$ cat src/rtl/adc_xbus_readout_if.sv
// DSP external read bus as seen by the ADC readout block: chip select, read strobe,
// address, and the data/enable pair that feeds the top-level xd tri-state pad.
`timescale 1ns/1ps
interface adc_xbus_readout_if;
  logic        zcs2;
  logic        xrd;
  logic [18:0] xa;
  logic [15:0] xd_out;
  logic        xd_oe;

  modport master (
    output zcs2,
    output xrd,
    output xa,
    input  xd_out,
    input  xd_oe
  );

  modport slave (
    input  zcs2,
    input  xrd,
    input  xa,
    output xd_out,
    output xd_oe
  );
endinterface

$ cat src/rtl/adc_xbus_readout.sv
// ADC sample FIFO with an asynchronous DSP read responder: data pop, fill count and
// status words are returned over xd, and a level interrupt flags a filling FIFO.
`timescale 1ns/1ps
module adc_xbus_readout #(
  parameter int          DEPTH_LOG2 = 8,
  parameter int          THRESH     = 128,
  parameter logic [18:0] ADDR_DATA  = 19'h000A0,
  parameter logic [18:0] ADDR_COUNT = 19'h000A1,
  parameter logic [18:0] ADDR_STAT  = 19'h000A2
) (
  input  logic                  clk,
  input  logic                  reset,
  input  logic                  acq_valid,
  input  logic [11:0]           adc_data,
  adc_xbus_readout_if.slave     bus,
  output logic                  irq,
  output logic [DEPTH_LOG2:0]   fifo_count
);

  localparam int                  DEPTH    = 1 << DEPTH_LOG2;
  localparam logic [DEPTH_LOG2:0] DEPTH_W  = {1'b1, {DEPTH_LOG2{1'b0}}};
  localparam logic [DEPTH_LOG2:0] THRESH_W = THRESH[DEPTH_LOG2:0];

  typedef enum logic [1:0] {
    IDLE    = 2'd0,
    DRIVE   = 2'd1,
    RELEASE = 2'd2
  } state_t;

  state_t state, state_nxt;

  logic zcs2_s1, zcs2_s2, xrd_s1, xrd_s2;
  logic rd_act, rd_act_q, read_start, read_end;

  logic [15:0]           mem [DEPTH];
  logic [15:0]           rd_q;
  logic [DEPTH_LOG2-1:0] wr_ptr, rd_ptr, rd_ptr_nxt;
  logic [3:0]            tag;
  logic                  overflow;
  logic                  full, empty;
  logic                  push_ok, pop, clr_ovf, load_en;
  logic [15:0]           push_word;
  logic [15:0]           load_word;
  logic                  addr_hit;

  logic [18:0]           addr_q;
  logic                  pop_armed;
  logic [15:0]           xd_out_q;
  logic                  xd_oe_q;

  // Synchronizers are left unreset so a strobe already low across reset release
  // is not mistaken for a fresh read start.
  always_ff @(posedge clk) begin
    zcs2_s1 <= bus.zcs2;
    zcs2_s2 <= zcs2_s1;
    xrd_s1  <= bus.xrd;
    xrd_s2  <= xrd_s1;
  end

  assign rd_act = !zcs2_s2 && !xrd_s2;

  always_ff @(posedge clk) begin
    if (reset) rd_act_q <= 1'b1;
    else       rd_act_q <= rd_act;
  end

  assign read_start = rd_act && !rd_act_q;
  assign read_end   = !rd_act && rd_act_q;

  assign full       = (fifo_count == DEPTH_W);
  assign empty      = (fifo_count == '0);
  assign push_word  = {tag, adc_data};
  assign push_ok    = acq_valid && (!full || pop);
  assign rd_ptr_nxt = pop ? rd_ptr + 1'b1 : rd_ptr;

  always_ff @(posedge clk) begin
    if (push_ok) mem[wr_ptr] <= push_word;
  end

  // Prefetch the word the next pop will expose, forwarding a same-cycle write so
  // the head word is valid the moment the count says the FIFO is non-empty.
  always_ff @(posedge clk) begin
    if (push_ok && (wr_ptr == rd_ptr_nxt)) rd_q <= push_word;
    else                                   rd_q <= mem[rd_ptr_nxt];
  end

  always_ff @(posedge clk) begin
    if (reset) begin
      wr_ptr     <= '0;
      rd_ptr     <= '0;
      fifo_count <= '0;
      tag        <= 4'd0;
      overflow   <= 1'b0;
      irq        <= 1'b0;
    end else begin
      if (push_ok)   wr_ptr <= wr_ptr + 1'b1;
      if (pop)       rd_ptr <= rd_ptr + 1'b1;
      if (acq_valid) tag    <= tag + 4'd1;
      case ({push_ok, pop})
        2'b10:   fifo_count <= fifo_count + 1'b1;
        2'b01:   fifo_count <= fifo_count - 1'b1;
        default: fifo_count <= fifo_count;
      endcase
      if (acq_valid && !push_ok) overflow <= 1'b1;
      else if (clr_ovf)          overflow <= 1'b0;
      irq <= (fifo_count >= THRESH_W);
    end
  end

  assign addr_hit = (bus.xa == ADDR_DATA) || (bus.xa == ADDR_COUNT) ||
                    (bus.xa == ADDR_STAT);

  always_comb begin
    load_word = 16'h0000;
    if (bus.xa == ADDR_DATA)       load_word = empty ? 16'h0000 : rd_q;
    else if (bus.xa == ADDR_COUNT) load_word = 16'(fifo_count);
    else if (bus.xa == ADDR_STAT)  load_word = {overflow, empty, full, irq, 3'b000,
                                                9'(fifo_count)};
  end

  always_ff @(posedge clk) begin
    if (reset) state <= IDLE;
    else       state <= state_nxt;
  end

  always_comb begin
    state_nxt = state;
    load_en   = 1'b0;
    pop       = 1'b0;
    clr_ovf   = 1'b0;
    case (state)
      IDLE: begin
        if (read_start && addr_hit) begin
          load_en   = 1'b1;
          state_nxt = DRIVE;
        end
      end
      DRIVE: begin
        if (read_end) state_nxt = RELEASE;
      end
      RELEASE: begin
        state_nxt = IDLE;
        pop       = (addr_q == ADDR_DATA) && pop_armed;
        clr_ovf   = (addr_q == ADDR_STAT);
      end
      default: state_nxt = IDLE;
    endcase
  end

  // pop_armed remembers whether a DATA read actually returned a FIFO word.
  always_ff @(posedge clk) begin
    if (reset) begin
      xd_out_q  <= 16'h0000;
      xd_oe_q   <= 1'b0;
      addr_q    <= '0;
      pop_armed <= 1'b0;
    end else begin
      xd_oe_q <= (state_nxt == DRIVE);
      if (load_en) begin
        xd_out_q  <= load_word;
        addr_q    <= bus.xa;
        pop_armed <= !empty;
      end
    end
  end

  assign bus.xd_out = xd_out_q;
  assign bus.xd_oe  = xd_oe_q;

endmodule

$ cat src/flat_wrapper.sv
// flat-port wrapper written by rule: the top's interface ports become plain ports
module adc_xbus_readout_flat 
#(
  parameter int          DEPTH_LOG2 = 8,
  parameter int          THRESH     = 128,
  parameter logic [18:0] ADDR_DATA  = 19'h000A0,
  parameter logic [18:0] ADDR_COUNT = 19'h000A1,
  parameter logic [18:0] ADDR_STAT  = 19'h000A2
)
  (clk, reset, acq_valid, adc_data, irq, fifo_count, bus_zcs2, bus_xrd, bus_xa, bus_xd_out, bus_xd_oe);
  adc_xbus_readout_if bus_i ();
  input  logic clk;
  input  logic reset;
  input  logic acq_valid;
  input  logic [11:0] adc_data;
  output logic irq;
  output logic [DEPTH_LOG2:0] fifo_count;
  input wire logic [$bits(bus_i.zcs2)-1:0] bus_zcs2;
  input wire logic [$bits(bus_i.xrd)-1:0] bus_xrd;
  input wire logic [$bits(bus_i.xa)-1:0] bus_xa;
  output wire logic [$bits(bus_i.xd_out)-1:0] bus_xd_out;
  output wire logic [$bits(bus_i.xd_oe)-1:0] bus_xd_oe;
  assign bus_i.zcs2 = bus_zcs2;
  assign bus_i.xrd = bus_xrd;
  assign bus_i.xa = bus_xa;
  assign bus_xd_out = bus_i.xd_out;
  assign bus_xd_oe = bus_i.xd_oe;
  adc_xbus_readout #(.DEPTH_LOG2(DEPTH_LOG2), .THRESH(THRESH), .ADDR_DATA(ADDR_DATA), .ADDR_COUNT(ADDR_COUNT), .ADDR_STAT(ADDR_STAT)) u_core (.clk(clk), .reset(reset), .acq_valid(acq_valid), .adc_data(adc_data), .bus(bus_i), .irq(irq), .fifo_count(fifo_count));
endmodule
$ cat config.mk
export PLATFORM = sky130hd
export DESIGN_NAME = adc_xbus_readout_flat
export DESIGN_NICKNAME = d
export VERILOG_FILES = /design/src/rtl/adc_xbus_readout_if.sv /design/src/rtl/adc_xbus_readout.sv /design/src/flat_wrapper.sv
export SDC_FILE = /design/constraint.sdc
export NUM_CORES = 2
export LEC_CHECK = 0
export ABC_AREA = 0
export BUFFER_PORTS_ARGS = -buffer_cell sky130_fd_sc_hd__buf_2
export CAP_MARGIN = 15
export CORE_UTILIZATION = 40
export CTS_CLUSTER_SIZE = 24
export DETAILED_ROUTE_END_ITERATION = 12
export SYNTH_ARGS = -nofsm -noshare
export SYNTH_HDL_FRONTEND = slang
export SYNTH_SLANG_ARGS = --single-unit
$ cat constraint.sdc
create_clock -name clk -period 12.6 [get_ports clk]
set_input_delay 2.52 -clock clk [delete_from_list [all_inputs] [get_ports clk]]
set_output_delay 2.52 -clock clk [all_outputs]
set_load 0.005 [all_outputs]
# Word-level counts from Yosys, hierarchy flattened
# Memories as Yosys holds them, arrays and structs flattened. A register that Yosys moved wholly into a read port is not among the register bits.
# Index checks and enable logic that the tools add are counted.
# W data, S select, Z words.
word_totals:
  input_bits: 36
  regBits: 75
  ramBits: 4096
  mem_count: 1
  output_inout_bits: 27
mem_list:
  columns: ["name", "depth", "width", "rd", "rd_ports_with_merged_regs", "write_ports", "line", "text"]
  rows:
  - ["u_core.mem", 256, 16, 1, 1, 1, "adc_xbus_readout.sv:35", "logic [15:0] mem [DEPTH];"]
op_classes:
  order_cmp: 1
  reduce_logical: 21
  n_addsub: 5
  muxes: 17
  n_eq_ne: 11
ops:
  columns: ["op", "count"]
  rows:
  - ["$eq A19 B8 Y1 const B", 5]
  - ["$mux W16", 4]
  - ["$pmux W9 S2", 1]
  - ["$add A8 B1 Y8 const B", 2]
  - ["$add A9 B1 Y9 const B", 1]
  - ["$eq A9 B9 Y1 const B", 1]
  - ["$ge A9 B8 Y1 const B", 1]
  - ["$logic_not A9 Y1", 1]
  - ["$sub A9 B1 Y9 const B", 1]
  - ["$mux W1", 8]
  - ["$mux W8", 1]
  - ["$logic_and A1 B1 Y1", 7]
  - ["$logic_not A1 Y1", 7]
  - ["$eq A2 B1 Y1 const B", 3]
  - ["$add A4 B1 Y4 const B", 1]
  - ["$eq A2 B2 Y1 const B", 2]
  - ["$mux W2", 2]
  - ["$pmux W2 S2", 1]
  - ["$reduce_bool A2 Y1", 2]
  - ["$logic_or A1 B1 Y1", 3]
  - ["$logic_not A2 Y1", 1]

# Logic depth before layout (Yosys ltp)
depth:
  depth_word: 8
  mapped_depth: 14

# Worst setup path before layout
# Ideal clock, no wire load.
synth_timing:
  path_kind: "input port to flip-flop"
  start: "in acq_valid"
  end: "mem u_core.mem[223][0], enable pin"
  arrival_time_ns: 4.282
  setup_ns: 0.388
  setup_slack_ns: 7.929
  path_stages: 5
  path_buffers: 2
  cell_sequence: "clkbuf_1 -> o2111a_1 -> nand2_1 -> clkbuf_1 -> nor2_1"
synth_between:
  elab_chain_len: 3
synth_rtl:
  columns: ["item", "line", "text"]
  rows:
  - ["start: declaration", "flat_wrapper.sv:14", "input logic acq_valid;"]
  - ["$logic_and A1 B1 Y1", "adc_xbus_readout.sv:73", "assign push_ok = acq_valid && (!full || pop);"]
  - ["$mux W1", "adc_xbus_readout.sv:77", "if (push_ok) mem[wr_ptr] <= push_word;"]
  - ["$mux W1 (implied by the code)", "adc_xbus_readout.sv:77", null]
  - ["end: declaration", "adc_xbus_readout.sv:35", null]
# Every way passes these cells.

==> results_dict.tcl <==
set metrics [dict create \
    run_status "finished clean" \
    r2r_cells 10 \
    slew_headroom 0.104 \
    syn_area_sq_um 161000 \
    ys_top_cells_by_area "edfxtp_1 76%, mux4_2 15%, mux2i_1 1.5%" \
    grt_pass1_wl_um 635000 \
    areaGrowthSynthToFinish_pct 13.5 \
    overflow 0 \
    synth.top_cell.area_share 0.763 \
    vias 79700 \
    p_leak_uw 0.0548 \
    avgViaCountPerCell 6.00 \
    routedWlPerCell_um 34.3 \
    maxCapViolCount 0 \
    r2r-end "u_core.bus.xd_out[13]$_SDFFE_PP0P_" \
    r2r_setup_slack_ns 6.77 \
    clock_latency_ns 1.00 \
    grt_antenna_before_repair 23 \
    cts_setup_buffers 0 \
    fin_skew_ns 0.0942 \
    design.portCount 63 \
    htree_num_levels 5 \
    coreArea_sq_um 400000 \
    ys_ff_latch 4179 \
    holdCritStartpoint "u_core.xrd_s1$_DFF_P_" \
    cp.arrival_ns 6.66 \
    yosysTopAreaCell "edfxtp_1" \
    rsz0062_at_grt "no" \
    dpl.hpwl_um 274000 \
    setup_viol 0 \
    endpoint_kind "flop" \
    synth-edff-count 4096 \
    power_density_nw_per_um2 155 \
    place_congestion 0.906 \
    routed_wl_um 456000 \
    fin_crit_ns 5.83 \
    port_buffers 62 \
    ir_drop_mv 0.151 \
    fp.dieH_um 637 \
    startpoint_type "flop" \
    layout-drive-gt1-share 0.285 \
    ys_async_sr_fraction 0 \
    grt_max_degree 180 \
    rows 232 \
    nets 7695 \
    clk_path_buf_depth 4 \
    drtPass1Iterations 9 \
    dieWidth_um 637 \
    instances_no_fill 13300 \
    crit_fanout 34 \
    fmax_mhz 171 \
    tightest_slew_ns 1.34 \
    drt_iter0_drc 11300 \
    finalHoldViolCount 0 \
    initial_core_util 0.403 \
    ys_seq_area_frac 0.774 \
    holdPathEnd "u_core.xrd_s2$_DFF_P_" \
    cts_tree "built" \
    dp_cells 12500 \
    synth_cell_types 83 \
    period_share 0.463 \
    grt_pass1_vias 79300 \
    postRouteAntennaNets 0 \
    final_cell_mix "4,096 x edfxtp_1, 1,047 x mux4_2, 429 x clkbuf_16" \
    synth_area_per_cell_sq_um 22.1 \
    fin_setup_tns_ns 0 \
    hold_class "reg2reg" \
    cts.sinks 4179 \
    path_class "reg2reg" \
    critPathRequiredTime_ns 13.42 \
    grt.total_usage 0.221 \
    cts_hold_buf 0 \
    maxSlewViolCount 0 \
    remaining_drc_errors 0 \
    cts_resized 0 \
    synth_nets 7331 \
    clk_pin_slew_ns 0.06 \
    synth_top_flop_cell "edfxtp_1" \
    min_path_cells 0 \
    postSynthCellCount 7288 \
    die-area_sq_um 405000 \
    ys_warn_count 0 \
    cts-root-buf "clkbuf_16" \
    numCtsBuffers 425 \
    layout_commonest_cell "edfxtp_1" \
]
[Yosys cell counts, types with 19 or more instances]
cell,n
a211oi_1,33
a21oi_1,60
a221oi_1,20
a22oi_1,71
a31oi_1,19
and2_1,27
buf_1,20
buf_2,140
buf_4,66
buf_6,56
clkbuf_1,124
dfxtp_1,83
edfxtp_1,4096
mux2_2,53
mux2i_1,236
mux4_2,1047
nand2_1,206
nand3_1,59
nand4_1,19
nor2_1,374
nor2b_1,34
nor3_1,43
nor4_1,26
o21ai_0,35
o22ai_1,88
[metal layers]
layer | GRT usage | wire (um) | up-vias
met2 | 0.340 | 211000 | 4275
li1 | - | - | 31500
met4 | 0.0827 | 18800 | 4
met5 | 0 | 24 | -
met1 | 0.311 | 182000 | 43100
met3 | 0.0483 | 44500 | 756
[layout make-up]
cell class	instances	area (sq um)
fill	32900	217000
sequential	4179	125000
multi-input combinational	2690	34500
clock buffer	495	11000
tap	5265	6590
clock inverter	291	3090
timing repair buffer	348	2840
inverter	8	42.5
antenna	11	27.5
[sequential cells by signal, indices dropped and copies added, names as in the netlist, named ones only]
name	flops
u_core.bus.xd_oe	1
u_core.tag	4
u_core.wr_ptr	8
u_core.irq	1
u_core.rd_act_q	1
u_core.xrd_s1	1
u_core.state	2
u_core.bus.xd_out	16
u_core.zcs2_s2	1
u_core.fifo_count	9
u_core.overflow	1
u_core.addr_q	19
u_core.pop_armed	1
u_core.xrd_s2	1
u_core.rd_ptr	8
u_core.mem	4096
u_core.zcs2_s1	1
[cells by family (layout without fill, tap and decap cells)]
family          after synthesis  in the layout  share of synthesized area
flops                      4179           4179                      0.774
mux                        1336           1336                      0.165
simple gates                867            867                     0.0245
compound gates              454            454                     0.0198
buf+inv                     419           1142                     0.0153
xor+xnor                     26             26                    0.00141
fa+ha+maj                     7              7                   0.000544
other cells                   0             11                          0
[per-stage QoR]
stage / hold WS, ns / total power, uW / cell area (sq um) / worst slack, ns / util
after global routing: 0.431 / 29000 / 183000 / 6.54 / 0.457
after CTS: 0.452 / 28500 / 183000 / 7.02 / 0.457
after floorplan: 0.310 / 15600 / 161000 / 7.93 / -
after global placement: 0.433 / 15900 / 169000 / 6.37 / 0.421
after detailed placement: 0.440 / 15900 / 169000 / 6.46 / 0.422
final: 0.441 / 28400 / 183000 / 6.77 / 0.457
[worst max path at each step]
stage,end,from,cells after the start
after global placement,u_core.bus.xd_out[4]$_SDFFE_PP0P_,bus_xa[18],7
after floorplan,u_core.mem[223][0]$_DFFE_PP_,acq_valid,5
after global routing,u_core.bus.xd_out[13]$_SDFFE_PP0P_,flop,10
after detailed placement,u_core.mem[195][6]$_DFFE_PP_,acq_valid,6
final,u_core.bus.xd_out[13]$_SDFFE_PP0P_,flop,10
after CTS,u_core.bus.xd_out[13]$_SDFFE_PP0P_,flop,10
[critical path, cell delays in order (launching register included)]
cell and delay [ns]:
dfxtp_4 0.75, buf_4 0.68, buf_4 0.69, buf_4 0.65, mux4_2 0.58, nor2_1 0.14
nor2_1 0.12, o22ai_1 0.51, nor4_1 0.16, nor3_1 0.98, o21ai_0 0.27
[report_power, final]
part           internal [uW]  switching [uW]  total [uW]
registers              15300            26.0       15300
logic                   36.1             303         339
clock network           7380            5400       12800
Power figures use the tool's default switching activity.
